`config.mk`:
```
export PLATFORM = sky130hd
export DESIGN_NAME = cbfp1_pair_buffer
export DESIGN_NICKNAME = d
export VERILOG_FILES = /design/src/rtl/cbfp1_pair_buffer.sv
export SDC_FILE = /design/constraint.sdc
export NUM_CORES = 2
export LEC_CHECK = 0
export CORE_AREA = 2 2 549 551
export DETAILED_ROUTE_END_ITERATION = 12
export DIE_AREA = 0 0 551 553
export SLEW_MARGIN = 20
export SYNTH_ARGS = -nofsm -noshare
export SYNTH_HDL_FRONTEND = slang
export SYNTH_SLANG_ARGS = --single-unit
```
`constraint.sdc`:
```
create_clock -name clk -period 51 [get_ports clk]
set_clock_uncertainty 0.15 [all_clocks]
set_input_delay 10.2 -clock clk [delete_from_list [all_inputs] [get_ports clk]]
set_output_delay 10.2 -clock clk [all_outputs]
set_load 0.05 [all_outputs]
```
`src/rtl/cbfp1_pair_buffer.sv`:
```
// cbfp1_pair_buffer: pairs each accepted CBFP1 beat with the one arriving
// DIST accepted beats later, so the stage-2 butterfly receives x[n] and
// x[n+DIST] together. Data and scaling indices pass through untouched.
module cbfp1_pair_buffer #(
    parameter int DW    = 12,
    parameter int IW    = 5,
    parameter int NCHAN = 16,
    parameter int DIST  = 4
) (
    input  logic                        clk,
    input  logic                        rst,
    input  logic                        valid_in,
    input  logic                        sof_in,
    input  logic signed [DW-1:0]        data_re_in [NCHAN],
    input  logic signed [DW-1:0]        data_im_in [NCHAN],
    input  logic        [IW-1:0]        idx_in     [NCHAN],
    output logic signed [DW-1:0]        a_re       [NCHAN],
    output logic signed [DW-1:0]        a_im       [NCHAN],
    output logic signed [DW-1:0]        b_re       [NCHAN],
    output logic signed [DW-1:0]        b_im       [NCHAN],
    output logic        [IW-1:0]        a_idx      [NCHAN],
    output logic        [IW-1:0]        b_idx      [NCHAN],
    output logic [$clog2(DIST)-1:0]     pair_pos,
    output logic                        sof_out,
    output logic                        valid_out
);

    localparam int PW = $clog2(DIST);      // entry address / pair position width
    localparam int CW = PW + 1;            // beat counter: MSB is the phase bit
    localparam int EW = 2 * DW + IW;       // one lane {re, im, idx}
    localparam int BW = NCHAN * EW;        // one whole beat

    logic [BW-1:0] in_word;
    logic [BW-1:0] rd_word;
    logic [BW-1:0] buf_mem [DIST];

    logic [CW-1:0] cnt_q, cnt_d;
    logic          sof_pending_q, sof_pending_d;
    logic [BW-1:0] a_word_q, a_word_d;
    logic [BW-1:0] b_word_q, b_word_d;
    logic [PW-1:0] pair_pos_q, pair_pos_d;
    logic          sof_out_q, sof_out_d;
    logic          valid_out_q, valid_out_d;

    logic          sof_beat;
    logic          pair_phase;
    logic          wr_en;
    logic [PW-1:0] wr_addr;
    logic          emit;

    // Lane packing/unpacking between port arrays and flat beat words
    for (genvar gi = 0; gi < NCHAN; gi++) begin : g_lane
        assign in_word[gi*EW +: EW] = {data_re_in[gi], data_im_in[gi], idx_in[gi]};
        assign a_re[gi]  = a_word_q[gi*EW + IW + DW +: DW];
        assign a_im[gi]  = a_word_q[gi*EW + IW      +: DW];
        assign a_idx[gi] = a_word_q[gi*EW           +: IW];
        assign b_re[gi]  = b_word_q[gi*EW + IW + DW +: DW];
        assign b_im[gi]  = b_word_q[gi*EW + IW      +: DW];
        assign b_idx[gi] = b_word_q[gi*EW           +: IW];
    end

    assign pair_pos  = pair_pos_q;
    assign sof_out   = sof_out_q;
    assign valid_out = valid_out_q;

    // Phase decode: a qualified sof always restarts the group as a FILL write
    // to entry 0, even when the counter is in the PAIR half.
    assign sof_beat   = valid_in & sof_in;
    assign pair_phase = cnt_q[CW-1];
    assign wr_en      = valid_in & (sof_beat | ~pair_phase);
    assign wr_addr    = sof_beat ? '0 : cnt_q[PW-1:0];
    assign emit       = valid_in & ~sof_beat & pair_phase;

    // In PAIR phase cnt-DIST is just the low bits, since DIST is a power of two
    assign rd_word = buf_mem[cnt_q[PW-1:0]];

    // Beat buffer: written only in FILL, read only in PAIR, contents never cleared
    always_ff @(posedge clk) begin
        if (wr_en) begin
            buf_mem[wr_addr] <= in_word;
        end
    end

    // Next-state: counter, sof tracking and output pair capture
    always_comb begin
        cnt_d         = cnt_q;
        sof_pending_d = sof_pending_q;
        a_word_d      = a_word_q;
        b_word_d      = b_word_q;
        pair_pos_d    = pair_pos_q;
        sof_out_d     = 1'b0;
        valid_out_d   = 1'b0;

        if (sof_beat) begin
            cnt_d         = CW'(1);
            sof_pending_d = 1'b1;
        end else if (valid_in) begin
            cnt_d = cnt_q + 1'b1;          // wraps 2*DIST-1 -> 0
        end

        if (emit) begin
            a_word_d      = rd_word;
            b_word_d      = in_word;
            pair_pos_d    = cnt_q[PW-1:0];
            sof_out_d     = sof_pending_q;
            valid_out_d   = 1'b1;
            sof_pending_d = 1'b0;
        end
    end

    // State and output registers, cleared asynchronously
    always_ff @(posedge clk or posedge rst) begin
        if (rst) begin
            cnt_q         <= '0;
            sof_pending_q <= 1'b0;
            a_word_q      <= '0;
            b_word_q      <= '0;
            pair_pos_q    <= '0;
            sof_out_q     <= 1'b0;
            valid_out_q   <= 1'b0;
        end else begin
            cnt_q         <= cnt_d;
            sof_pending_q <= sof_pending_d;
            a_word_q      <= a_word_d;
            b_word_q      <= b_word_d;
            pair_pos_q    <= pair_pos_d;
            sof_out_q     <= sof_out_d;
            valid_out_q   <= valid_out_d;
        end
    end

endmodule

```
==> summary.md <==
| Metric | Value |
|---|---|
| Status | complete, no violations |
| Critical Path Start | valid_in |
| Post-route ant nets | 0 |
| Routability cong. | 0.8498 |
| CP Class | in2reg |
| Die span in x | 551 um |
| Gr ovfl total | 0 |
| Initial Utilization | 34.92% |
| Vias per cell | 4.945 |
| Worst skew pair latency | 0.88 ns |
| Post-synthesis sequential area ratio | 75.86% |
| Period Utilization, post-route | 31.02% |
| Worst-margin pin slew | 1.154 ns |
| Power density cells | 62.79 mW/mm2 |
| Setup TNS | 0 ns |
| Final nets | 8325 |
| Synth warnings | 0 |
| Switch share | 39.47% |
| Pre-antenna DRT Iters | 6 |
| Syn-to-layout area delta | 26.53% |
| Root Driver | clkbuf_16 |
| Placed inst area | 0.1222 mm2 |
| WP data required | 51.54 ns |
| Most common cell after layout, fill and taps aside | nand2_1 |
| # setup viols final | 0 |
| Crit path launch type | input pin |
| Final slew viol count | 0 |
| Core ar. | 0.2988 mm2 |
| Commonest cells after routing, fill and taps aside | nand2_1, edfxtp_1, clkdlybuf4s50_1 |
| Slew HR | 23.10% |
| Post-Syn Nets | 6902 |
| Worst-path fanout max | 130 |
| Fmax achieved | 0.06321 GHz |
| Clock input transition at the sequential cells of the worst setup and hold paths | 0.06 ns |
| Fin area | 0.1320 mm2 |
| Placed Cells | 11515 |
| Share of cells above drive strength 1 | 11.86% |
| Tot GR Track Use | 19.05% |
| Setup crit end kind | register |
| Global-route wire length before repair | 431000 um |
| CTS Buf Count | 297 |
| Distinct cells, synth | 29 |
| Syn avg cell area | 16.22 um2 |
| Fin crit period | 15.82 ns |
| EDFF count, synth | 1856 |
| DR WL/cell | 24.80 um |
| Asr flop ratio synth | 33.52% |
| Die area | 0.3047 mm2 |
| VDD IR max | 0.04930 mV |
| Drc violations | 0 |
| CTS Sinks | 2792 |
| DP HPWL | 193200 um |
| Hold path startpoint | b_word_q[106] |
| Leak | 49.39 nW |
| Clock share of power | 25.7% |
| IO Count | 1400 |
| Pin count of the biggest net entering global routing | 169 |
| Vias in the first global route | 60538 |
| CTS tree | done |
| Port Buf Inserts | 1399 |
| Postcts setup bufs | 0 |
| Reg power frac | 37.9% |
| Vias | 59751 |
| Finished Layout Cells | 12082 |
| Max incr delay on CP | 0.86 ns |
| Main synth FF type | edfxtp_1 |
| Max Cap Viol | 0 |
| Post-Syn Area | 0.1043 mm2 |
| Logic gate share of total power | 36.4% |
| Worst flop-to-flop path startpoint | cnt_q[2] |
| Most used cell along the critical path | buf_4 |
| Hold_buf cts | 0 |
| RSZ-0062 raised after global routing | no |
| HP Class | reg2reg |
| Yosys reg bits | 2792 |
| Die Span Y | 553 um |
| Fin. Hold Viols | 0 |
| First-iteration detailed-routing DRC count | 4485 |
| Post-Route WL | 299600 um |
| CTS-repair resized insts | 0 |
| Max clock buf depth | 4 |
| Mapped Cells | 6433 |
| Power Internal | 5.018 mW |
| Crit-path cells | clkdlybuf4s50_1, nand3b_4, inv_16, nand2_8, buf_4, buf_4, buf_4, buf_4, o221ai_2 |
| Row count | 201 |
| Antenna violations before repair | 63 |
| Switching pwr | 3.272 mW |
| CP max stage cell | buf_4 |
| Filler Cells Inserted | 26243 |
| CP arrival | 16.36 ns |
| H-tree level count | 5 |
[power groups by stage]
| stage | Sequential, mW | Clock (mW) | Combinational, mW |
|---|---|---|---|
| after floorplan | 4.42 | 0 | 0.641 |
| after global placement | 3.17 | 0 | 3.01 |
| after detailed placement | 3.18 | 0 | 3.03 |
| after CTS | 3.14 | 2.18 | 3.04 |
| after global routing | 3.18 | 2.28 | 3.15 |
| final | 3.14 | 2.13 | 3.02 |
[layer usage]
metal	vias to the layer above	global-route usage [%]	wire, um
met1	30815	25.01	126100
li1	26527	-	-
met2	1925	30.30	139800
met5	-	0	232
met3	450	5.674	24170
met4	34	5.842	9246
[stage by stage]
stage	power, mW	setup slack, ns	util (%)	hold WS [ns]
after floorplan	5.060	4.907	-	0.3045
after global placement	6.185	34.42	40.92	0.3063
after detailed placement	6.210	34.31	40.92	0.3113
after CTS	8.366	35.23	44.17	0.3265
after global routing	8.612	34.93	44.18	0.3435
final	8.289	35.18	44.19	0.3223
[cells in the mapped netlist, types with 2 or more instances]
master,count,area [um2]
buf_2,199,996.0
buf_4,76,570.6
buf_6,7,78.83
clkbuf_1,72,270.3
clkbuf_4,9,67.56
dfrtp_1,936,23420
edfxtp_1,1856,55730
inv_1,3,11.26
mux2i_1,928,9289
nand2_1,1862,6989
nor2_1,3,11.26
nor3b_1,2,15.01
o21a_1,2,15.01
o221ai_1,34,297.8
o221ai_2,430,6456
[sequential cells by signal, summed over array words and instances (netlist names)]
signal,count
a_word_q,464
b_word_q,464
buf_mem,1856
cnt_q,3
pair_pos,2
sof_out,1
sof_pending_q,1
valid_out,1
[path summary, 6_finish.rpt]
path,slack [ns],end,cells past startpoint
worst max-delay path,35.18,a_word_q[85],9
worst min-delay path,0.32,b_word_q[106],2
worst max register to register,44.73,a_word_q[85],8
worst min register to register,0.32,b_word_q[106],2
max in group asynchronous,36.48,cnt_q[1],7
min in group asynchronous,9.72,b_word_q[84],2
[cells by family (layout without fill, tap and decap cells)]
logic type | Yosys count | count (layout) | share of synthesized area (%)
AOI/OAI and AO/OA | 471 | 471 | 6.516
adders and majority gates | 1 | 1 | 0.01199
buffers and inverters | 367 | 2042 | 1.917
DFF | 2792 | 2792 | 75.86
muxes | 928 | 928 | 8.902
other | 0 | 16 | 0
and+or+nand+nor | 1874 | 1874 | 6.790
[worst max-delay path: cells and delay by family]
family	cells	cell delay, ns
buffers and inverters	6	4.08
AND/OR/NAND/NOR	2	1.42
AO/OA/AOI/OAI	1	0.20
[cell type report]
class | instances | area [um2] | share of cell area [%]
inverter | 4 | 38.79 | 0.02938
clock inverter | 131 | 1438 | 1.089
tap | 3958 | 4952 | 3.751
antenna | 16 | 40.04 | 0.03033
multi-input combinational | 3274 | 23230 | 17.60
sequential | 2792 | 79160 | 59.96
timing repair buffer | 1487 | 14860 | 11.26
clock buffer | 420 | 8298 | 6.285
No activity file was read; power rests on OpenSTA's default activity.
